## config.mk

```make
export PLATFORM = sky130hd
export DESIGN_NAME = uart_apb_fifo_bridge
export DESIGN_NICKNAME = d
export VERILOG_FILES = /design/src/rtl/uart_apb_fifo_bridge.sv
export SDC_FILE = /design/constraint.sdc
export NUM_CORES = 1
export LEC_CHECK = 0
export BUFFER_PORTS_ARGS = -buffer_cell sky130_fd_sc_hd__buf_4
export CAP_MARGIN = 20
export CORE_ASPECT_RATIO = 0.5
export CORE_UTILIZATION = 57
export CTS_CLUSTER_DIAMETER = 60
export DETAILED_ROUTE_END_ITERATION = 8
export GPL_TIMING_DRIVEN = 0
export HOLD_SLACK_MARGIN = 0.02
export PLACE_DENSITY = 0.82
export SLEW_MARGIN = 30
export SYNTH_ARGS = -nofsm -noshare
export SYNTH_HDL_FRONTEND = slang
export SYNTH_SLANG_ARGS = --single-unit
```

## constraint.sdc

```tcl
create_clock -name PCLK -period 3 [get_ports PCLK]
set_input_delay 0.15 -clock PCLK [delete_from_list [all_inputs] [get_ports PCLK]]
set_output_delay 0.15 -clock PCLK [all_outputs]
set_load 0.03 [all_outputs]
```

## src/rtl/uart_apb_fifo_bridge.sv

```systemverilog
// rtl/uart_apb_fifo_bridge.sv - APB3 slave bridging the peripheral bus to a UART TX/RX core through TX and RX FIFOs
//
// Ports:
//   PCLK, PRESETn                     clock, asynchronous active-low reset
//   PSEL/PENABLE/PWRITE/PADDR/PWDATA  APB request; PRDATA/PREADY/PSLVERR response (zero wait states)
//   tx_data/tx_start                  character launch towards the TX engine; tx_busy/tx_done back
//   rx_data/rx_valid/rx_err           received character from the RX engine
//   rx_enable/tx_enable               ENABLE register bits
//   parity_type/baud_rate             CTRL register fields
//   irq                               registered level interrupt
module uart_apb_fifo_bridge #(
    parameter int DATA_W   = 8,
    parameter int TX_DEPTH = 8,
    parameter int RX_DEPTH = 8
) (
    input  logic              PCLK,
    input  logic              PRESETn,
    input  logic              PSEL,
    input  logic              PENABLE,
    input  logic              PWRITE,
    input  logic [4:0]        PADDR,
    input  logic [31:0]       PWDATA,
    output logic [31:0]       PRDATA,
    output logic              PREADY,
    output logic              PSLVERR,
    output logic [DATA_W-1:0] tx_data,
    output logic              tx_start,
    input  logic              tx_busy,
    input  logic              tx_done,
    input  logic [DATA_W-1:0] rx_data,
    input  logic              rx_valid,
    input  logic [2:0]        rx_err,
    output logic              rx_enable,
    output logic              tx_enable,
    output logic [1:0]        parity_type,
    output logic [1:0]        baud_rate,
    output logic              irq
);
    localparam int TX_AW = $clog2(TX_DEPTH);
    localparam int RX_AW = $clog2(RX_DEPTH);
    localparam int TX_CW = TX_AW + 1;
    localparam int RX_CW = RX_AW + 1;

    typedef enum logic [1:0] {ST_IDLE, ST_LOAD, ST_WAIT} state_t;

    state_t            state_q, state_d;
    logic [1:0]        enable_q, enable_d;
    logic [3:0]        ctrl_q, ctrl_d;
    logic [2:0]        irq_en_q, irq_en_d;
    logic [2:0]        irq_stat_q, irq_stat_d;
    logic              overrun_q, overrun_d;
    logic [2:0]        rx_err_st_q, rx_err_st_d;
    logic              irq_q, irq_d;
    logic              tx_start_q, tx_start_d;
    logic [DATA_W-1:0] tx_data_q, tx_data_d;
    logic [TX_AW-1:0]  tx_wr_ptr_q, tx_wr_ptr_d, tx_rd_ptr_q, tx_rd_ptr_d;
    logic [TX_CW-1:0]  tx_count_q, tx_count_d;
    logic [RX_AW-1:0]  rx_wr_ptr_q, rx_wr_ptr_d, rx_rd_ptr_q, rx_rd_ptr_d;
    logic [RX_CW-1:0]  rx_count_q, rx_count_d;
    logic [DATA_W-1:0] tx_mem_q [TX_DEPTH];
    logic [DATA_W-1:0] rx_mem_q [RX_DEPTH];

    logic wr_acc, rd_acc, mapped;
    logic sel_enable, sel_ctrl, sel_status, sel_data, sel_irq_en, sel_irq_stat;
    logic tx_full, tx_empty, rx_full, rx_empty;
    logic data_wr, data_rd, tx_flush, rx_flush, st_rd;
    logic tx_push, tx_pop, rx_ev, rx_push, rx_pop, rx_over;
    logic err_set, tx_empty_set;
    logic unused_pwdata;

    assign wr_acc       = PSEL & PENABLE & PWRITE;
    assign rd_acc       = PSEL & PENABLE & ~PWRITE;
    assign sel_enable   = (PADDR == 5'h00);
    assign sel_ctrl     = (PADDR == 5'h04);
    assign sel_status   = (PADDR == 5'h08);
    assign sel_data     = (PADDR == 5'h0C);
    assign sel_irq_en   = (PADDR == 5'h10);
    assign sel_irq_stat = (PADDR == 5'h14);
    assign mapped       = sel_enable | sel_ctrl | sel_status | sel_data | sel_irq_en | sel_irq_stat;
    assign unused_pwdata = ^PWDATA;

    assign tx_full  = (tx_count_q == TX_CW'(TX_DEPTH));
    assign tx_empty = (tx_count_q == '0);
    assign rx_full  = (rx_count_q == RX_CW'(RX_DEPTH));
    assign rx_empty = (rx_count_q == '0);

    assign data_wr  = wr_acc & sel_data;
    assign data_rd  = rd_acc & sel_data;
    assign tx_flush = wr_acc & sel_ctrl & PWDATA[4];
    assign rx_flush = wr_acc & sel_ctrl & PWDATA[5];
    assign st_rd    = rd_acc & sel_status;

    // Flush wins over any same-edge push or pop on that FIFO.
    assign tx_push = data_wr & enable_q[1] & ~tx_full & ~tx_flush;
    assign tx_pop  = (state_q == ST_LOAD) & ~tx_empty & ~tx_flush;
    assign rx_ev   = rx_valid & enable_q[0];
    assign rx_pop  = data_rd & ~rx_empty & ~rx_flush;
    // A pop in the same cycle frees the slot, so a full FIFO still accepts the push.
    assign rx_push = rx_ev & (~rx_full | rx_pop) & ~rx_flush;
    assign rx_over = rx_ev & rx_full & ~rx_pop & ~rx_flush;

    assign err_set      = rx_over | (rx_ev & (|rx_err));
    assign tx_empty_set = tx_pop & ~tx_push & (tx_count_q == TX_CW'(1));

    assign PREADY  = 1'b1;
    assign PSLVERR = PSEL & PENABLE & (~mapped | (PWRITE & sel_status) |
                     (data_wr & (tx_full | ~enable_q[1])) | (data_rd & rx_empty));

    always_comb begin
        PRDATA = '0;
        if (PSEL && !PWRITE) begin
            case (PADDR)
                5'h00: PRDATA[1:0] = enable_q;
                5'h04: PRDATA[3:0] = ctrl_q;
                5'h08: PRDATA = {8'd0, 8'(rx_count_q), 8'(tx_count_q), rx_err_st_q, overrun_q,
                                 rx_empty, rx_full, tx_empty, tx_full};
                5'h0C: if (!rx_empty) PRDATA[DATA_W-1:0] = rx_mem_q[rx_rd_ptr_q];
                5'h10: PRDATA[2:0] = irq_en_q;
                5'h14: PRDATA[2:0] = irq_stat_q;
                default: PRDATA = '0;
            endcase
        end
    end

    always_comb begin
        enable_d    = enable_q;
        ctrl_d      = ctrl_q;
        irq_en_d    = irq_en_q;
        tx_wr_ptr_d = tx_wr_ptr_q;
        tx_rd_ptr_d = tx_rd_ptr_q;
        tx_count_d  = tx_count_q;
        rx_wr_ptr_d = rx_wr_ptr_q;
        rx_rd_ptr_d = rx_rd_ptr_q;
        rx_count_d  = rx_count_q;
        state_d     = state_q;
        tx_start_d  = 1'b0;
        tx_data_d   = tx_data_q;

        if (wr_acc && sel_enable) enable_d = PWDATA[1:0];
        if (wr_acc && sel_ctrl)   ctrl_d   = PWDATA[3:0];
        if (wr_acc && sel_irq_en) irq_en_d = PWDATA[2:0];

        if (tx_flush) begin
            tx_wr_ptr_d = '0;
            tx_rd_ptr_d = '0;
            tx_count_d  = '0;
        end else begin
            if (tx_push) tx_wr_ptr_d = tx_wr_ptr_q + 1'b1;
            if (tx_pop)  tx_rd_ptr_d = tx_rd_ptr_q + 1'b1;
            tx_count_d = tx_count_q + TX_CW'(tx_push) - TX_CW'(tx_pop);
        end

        if (rx_flush) begin
            rx_wr_ptr_d = '0;
            rx_rd_ptr_d = '0;
            rx_count_d  = '0;
        end else begin
            if (rx_push) rx_wr_ptr_d = rx_wr_ptr_q + 1'b1;
            if (rx_pop)  rx_rd_ptr_d = rx_rd_ptr_q + 1'b1;
            rx_count_d = rx_count_q + RX_CW'(rx_push) - RX_CW'(rx_pop);
        end

        // Sticky bits: a set event on the clearing read survives it.
        overrun_d   = (overrun_q & ~st_rd) | rx_over;
        rx_err_st_d = (rx_err_st_q & {3{~st_rd}}) | (rx_ev ? rx_err : 3'b000);
        irq_stat_d  = (irq_stat_q & ~((wr_acc && sel_irq_stat) ? PWDATA[2:0] : 3'b000)) |
                      {err_set, tx_empty_set, rx_push};
        irq_d       = |(irq_stat_d & irq_en_d);

        // tx_data is captured on the IDLE->LOAD edge so it is stable while tx_start is high;
        // the FIFO pop follows on the LOAD->WAIT edge.
        case (state_q)
            ST_IDLE: begin
                if (enable_q[1] && !tx_empty && !tx_busy) begin
                    state_d    = ST_LOAD;
                    tx_start_d = 1'b1;
                    tx_data_d  = tx_mem_q[tx_rd_ptr_q];
                end
            end
            ST_LOAD: state_d = ST_WAIT;
            ST_WAIT: if (tx_done) state_d = ST_IDLE;
            default: state_d = ST_IDLE;
        endcase
    end

    always_ff @(posedge PCLK or negedge PRESETn) begin
        if (!PRESETn) begin
            state_q     <= ST_IDLE;
            enable_q    <= '0;
            ctrl_q      <= '0;
            irq_en_q    <= '0;
            irq_stat_q  <= '0;
            overrun_q   <= 1'b0;
            rx_err_st_q <= '0;
            irq_q       <= 1'b0;
            tx_start_q  <= 1'b0;
            tx_data_q   <= '0;
            tx_wr_ptr_q <= '0;
            tx_rd_ptr_q <= '0;
            tx_count_q  <= '0;
            rx_wr_ptr_q <= '0;
            rx_rd_ptr_q <= '0;
            rx_count_q  <= '0;
        end else begin
            state_q     <= state_d;
            enable_q    <= enable_d;
            ctrl_q      <= ctrl_d;
            irq_en_q    <= irq_en_d;
            irq_stat_q  <= irq_stat_d;
            overrun_q   <= overrun_d;
            rx_err_st_q <= rx_err_st_d;
            irq_q       <= irq_d;
            tx_start_q  <= tx_start_d;
            tx_data_q   <= tx_data_d;
            tx_wr_ptr_q <= tx_wr_ptr_d;
            tx_rd_ptr_q <= tx_rd_ptr_d;
            tx_count_q  <= tx_count_d;
            rx_wr_ptr_q <= rx_wr_ptr_d;
            rx_rd_ptr_q <= rx_rd_ptr_d;
            rx_count_q  <= rx_count_d;
        end
    end

    // FIFO storage needs no reset; occupancy is tracked by the pointers and counts.
    always_ff @(posedge PCLK) begin
        if (tx_push) tx_mem_q[tx_wr_ptr_q] <= PWDATA[DATA_W-1:0];
        if (rx_push) rx_mem_q[rx_wr_ptr_q] <= rx_data;
    end

    assign tx_data     = tx_data_q;
    assign tx_start    = tx_start_q;
    assign rx_enable   = enable_q[0];
    assign tx_enable   = enable_q[1];
    assign parity_type = ctrl_q[1:0];
    assign baud_rate   = ctrl_q[3:2];
    assign irq         = irq_q;
endmodule

```

==> run_results.csv <==
group,metric,value,unit
outcome,outcome,"complete, but fails checks",
outcome,violations,"design-rule violations",
placement,pre_cts_ws,-0.139,ns
synthesis,ys_seq_area_share,65.6,%
power_and_ir_drop,powerDensity,736,nW/um^2
critical_path,worst_r2r_endpoint,"rx_mem_q[7][7]",
synthesis,yosys.area_share.adder,3.12,%
layout,final_core_utilization,72.8,%
timing,setup_violations,0,
layout,final_common_cell,"edfxtp_1",
critical_path,endpoint_kind,"output port",
critical_path,critPathMaxFanout,10,
grt,grt_pass1_wl,25.2,mm
layout,layout_common_cells,"edfxtp_1 (128), buf_4 (88), dfrtp_1 (48), nand2_1 (34), mux4_2 (33)",
timing,final.min_clock_period,2.93,ns
detailed_routing,first_pass_iters,7,
synthesis,async_reset_ff_share,27.3,%
critical_path,ff2ff_path_depth,7,
critical_path,r2r_start,"rx_count_q[2]",
layout,syn_to_final_growth,22.3,%
synthesis,synth.distinct_cells,53,
grt,antenna_found_initial,0,
placement,hpwl,10.5,mm
grt,grt.total_usage,24.5,%
layout,nNetsFinal,702,
timing,slew_headroom,39.7,%
power_and_ir_drop,power_leakage,3.64,nW
die,ioPinCount,106,
critical_path,path_buf_inv,3,
layout,fill_cells,821,
cts,cts_buffers,17,
synthesis,synth_mux_area_share,13.5,%
detailed_routing,drtIter0Drc,404,
critical_path,start_kind,"register",
synthesis,synth_ff_type,"edfxtp_1",
detailed_routing,drc,8,
timing,finalCritPeriodShare,97.5,%
critical_path,cp_slowest_cell,"clkbuf_1",
timing,worst_clock_skew,0.0104,ns
power_and_ir_drop,ir_drop,0.407,mV
die,dieHeight,84.1,um
layout,diodes,0,
grt,gr-total-overflow,0,
detailed_routing,drt-wirelength-per-cell,19.7,um
die,core-area,12900,sq um
timing,timing.hold.ws,0.159,ns
timing,rsz0062_at_grt,"no",
synthesis,synth_compound_area_share,4.26,%
synthesis,synth_area_per_cell,15.3,sq um
timing,fin_ws,0.0736,ns
synthesis,synth_xor_area_share,1.14,%
hold_path,hold_path_depth,4,
critical_path,crit_family,"buffers and inverters",
critical_path,worstPathArrival,2.78,ns
critical_path,reg2reg_slack,0.22,ns
cts,clockBufferDepth,2,
synthesis,syn_inst,502,
synthesis,synth_top_family_by_area,"multiplexers",
hold_path,hold_start,"PADDR[3]",
die,rows,29,
layout,drive_above_1_share,30.0,%
cts,htreeDepth,4,
detailed_routing,wl_met3,853,um
die,initial_core_util,59.6,%
synthesis,synth_edf_count,128,
detailed_routing,m1WireLength,6.63,mm
cts,cts-root-buf,"clkbuf_16",
die,fp.dieW,166,um
timing,hold_viol_final,0,
detailed_routing,vias_per_cell,5.67,
synthesis,yosys.area_share.simple,8.69,%
critical_path,path_class,"register to output port",
timing,drv_slew,0,
critical_path,critical_path.startpoint,"rx_rd_ptr_q[1]",
synthesis,netlist_area,7690,sq um
synthesis,yosysWarnings,0,
grt,grt_max_degree,49,
hold_path,hold_end,"enable_q[1]",
timing,tightestPinTransition,0.901,ns
cts,clkTransAtPathRegs,0.07,ns
detailed_routing,vias,4600,
cts,clock_latency,0.43,ns
hold_path,hold_class,"primary input to register",
detailed_routing,wl_met2,8.29,mm
synthesis,yosys-top-cells-area,"edfxtp_1 (50%), dfrtp_1 (16%), mux4_2 (9.7%)",
grt,grt_pass1_vias,4662,
die,die_area,14000,sq um
timing,fmax,342,MHz
critical_path,path_cells,"clkbuf_1 -> clkbuf_2 -> mux4_2 -> mux2_2 -> a22oi_1 -> nor2_1 -> buf_4",
critical_path,slowest_delay,0.44,ns
cts,cts_sinks,176,
synthesis,synth.largest_area_cell,"edfxtp_1",
detailed_routing,highest_layer,"met4",
critical_path,worstPathRequired,2.85,ns
flow_run,drv_cap,0,
synthesis,ys_ff_latch,176,
placement,place_congestion,0.870,
placement,io_buffers,64,
detailed_routing,ant_nets,0,
synthesis,synth_top_area_share,50.0,%
detailed_routing,drt_wl_total,16.0,mm
cts,cts_tree,"built",
## cell usage after synthesis (2+ instances only)
cell type	instances
o32ai_1	2
a2bb2oi_1	2
nand2_1	34
a21o_1	2
xor2_1	4
o21ai_0	18
clkbuf_1	12
buf_4	17
nand2b_1	6
mux2_2	12
o211ai_1	2
nor2_1	33
buf_2	5
dfrtp_1	48
buf_1	2
xnor2_1	6
a22oi_1	5
nand4_1	6
and4bb_2	2
nor3_1	16
conb_1	2
ha_1	16
mux2i_1	16
a31oi_1	2
edfxtp_1	128
a21oi_1	6
nor2b_1	4
and2_1	9
inv_1	18
a22o_1	4
nand3_1	7
fa_1	2
nor4_1	2
mux4_2	33
## per-stage QoR
stage	instances	power (mW)	setup TNS (ns)	area [sq um]
floorplan	517	4.12	0	7750
global placement	751	4.50	-13.09	8440
detailed placement	753	4.57	-0.362	8510
CTS	808	6.95	0	9380
global route	811	7.23	0	9410
finish	811	6.93	0	9410
## cell type report
class                           count  area, sq um  share of cell area, %
Buffer                             37          214                   2.27
Inverter                           18         67.6                  0.718
Sequential cell                   176         5040                   53.6
Multi-Input combinational cell    286         2490                   26.4
Clock inverter                     15          216                   2.30
Timing Repair Buffer               92          741                   7.87
Clock buffer                       17          425                   4.52
Tap cell                          170          213                   2.26
## power by group
part / switching, mW / internal (mW) / total (mW)
Sequential: 0.154 / 2.82 / 2.98
Clock: 1.02 / 1.35 / 2.37
Combinational: 0.844 / 0.734 / 1.58
## tightest hold or removal path, delay by kind of cell
family / cells / cell delay [ns]
compound gates: 1 / 0.08
buf+inv: 1 / 0.11
simple gates: 2 / 0.20
## kinds of logic after synthesis
family | Yosys count
DFF | 176
and+or+nand+nor | 130
muxes | 61
buffers and inverters | 55
AOI/OAI and AO/OA | 50
adders and majority gates | 18
xor gates and xnor gates | 10
other | 2
## worst max-delay path by stage
stage / endpoint / depth (start not counted) / slack (ns)
2_1_floorplan: rx_mem_q[0][0] / 6 / 0.33
3_3_place_gp: rx_mem_q[0][5] / 6 / -0.62
3_5_place_dp: rx_count_q[2] / 11 / -0.14
4_1_cts: rx_mem_q[0][4] / 8 / 0.07
5_1_grt: PRDATA[6] / 7 / 0.02
6_report: PRDATA[4] / 7 / 0.07
## registers in the layout, indices dropped and copies added (netlist names)
name and cells:
tx_wr_ptr_q 3, rx_rd_ptr_q 3, rx_wr_ptr_q 3, tx_data 8, ctrl_q 4, enable_q 2
tx_mem_q 64, irq_en_q 3, tx_rd_ptr_q 3, rx_mem_q 64, overrun_q 1, rx_count_q 4
tx_count_q 4, irq 1, tx_start 1, state_q 2, irq_stat_q 3, rx_err_st_q 3
## routing by layer
metal  global-route usage, %  vias to the layer above
met5                       0                        -
met4                    8.67                        0
met3                    5.61                       19
met2                    42.2                      157
met1                    31.2                     2306
li1                        -                     2118
## what timing repair did
action,4_1_cts,5_1_grt
endpoints found under the hold margin,180,0
pin swaps,1,1
hold buffers,21,0
resized for setup,2,1
setup buffers,2,3
setup endpoints to repair,23,24
Power figures use the tool's default switching activity.
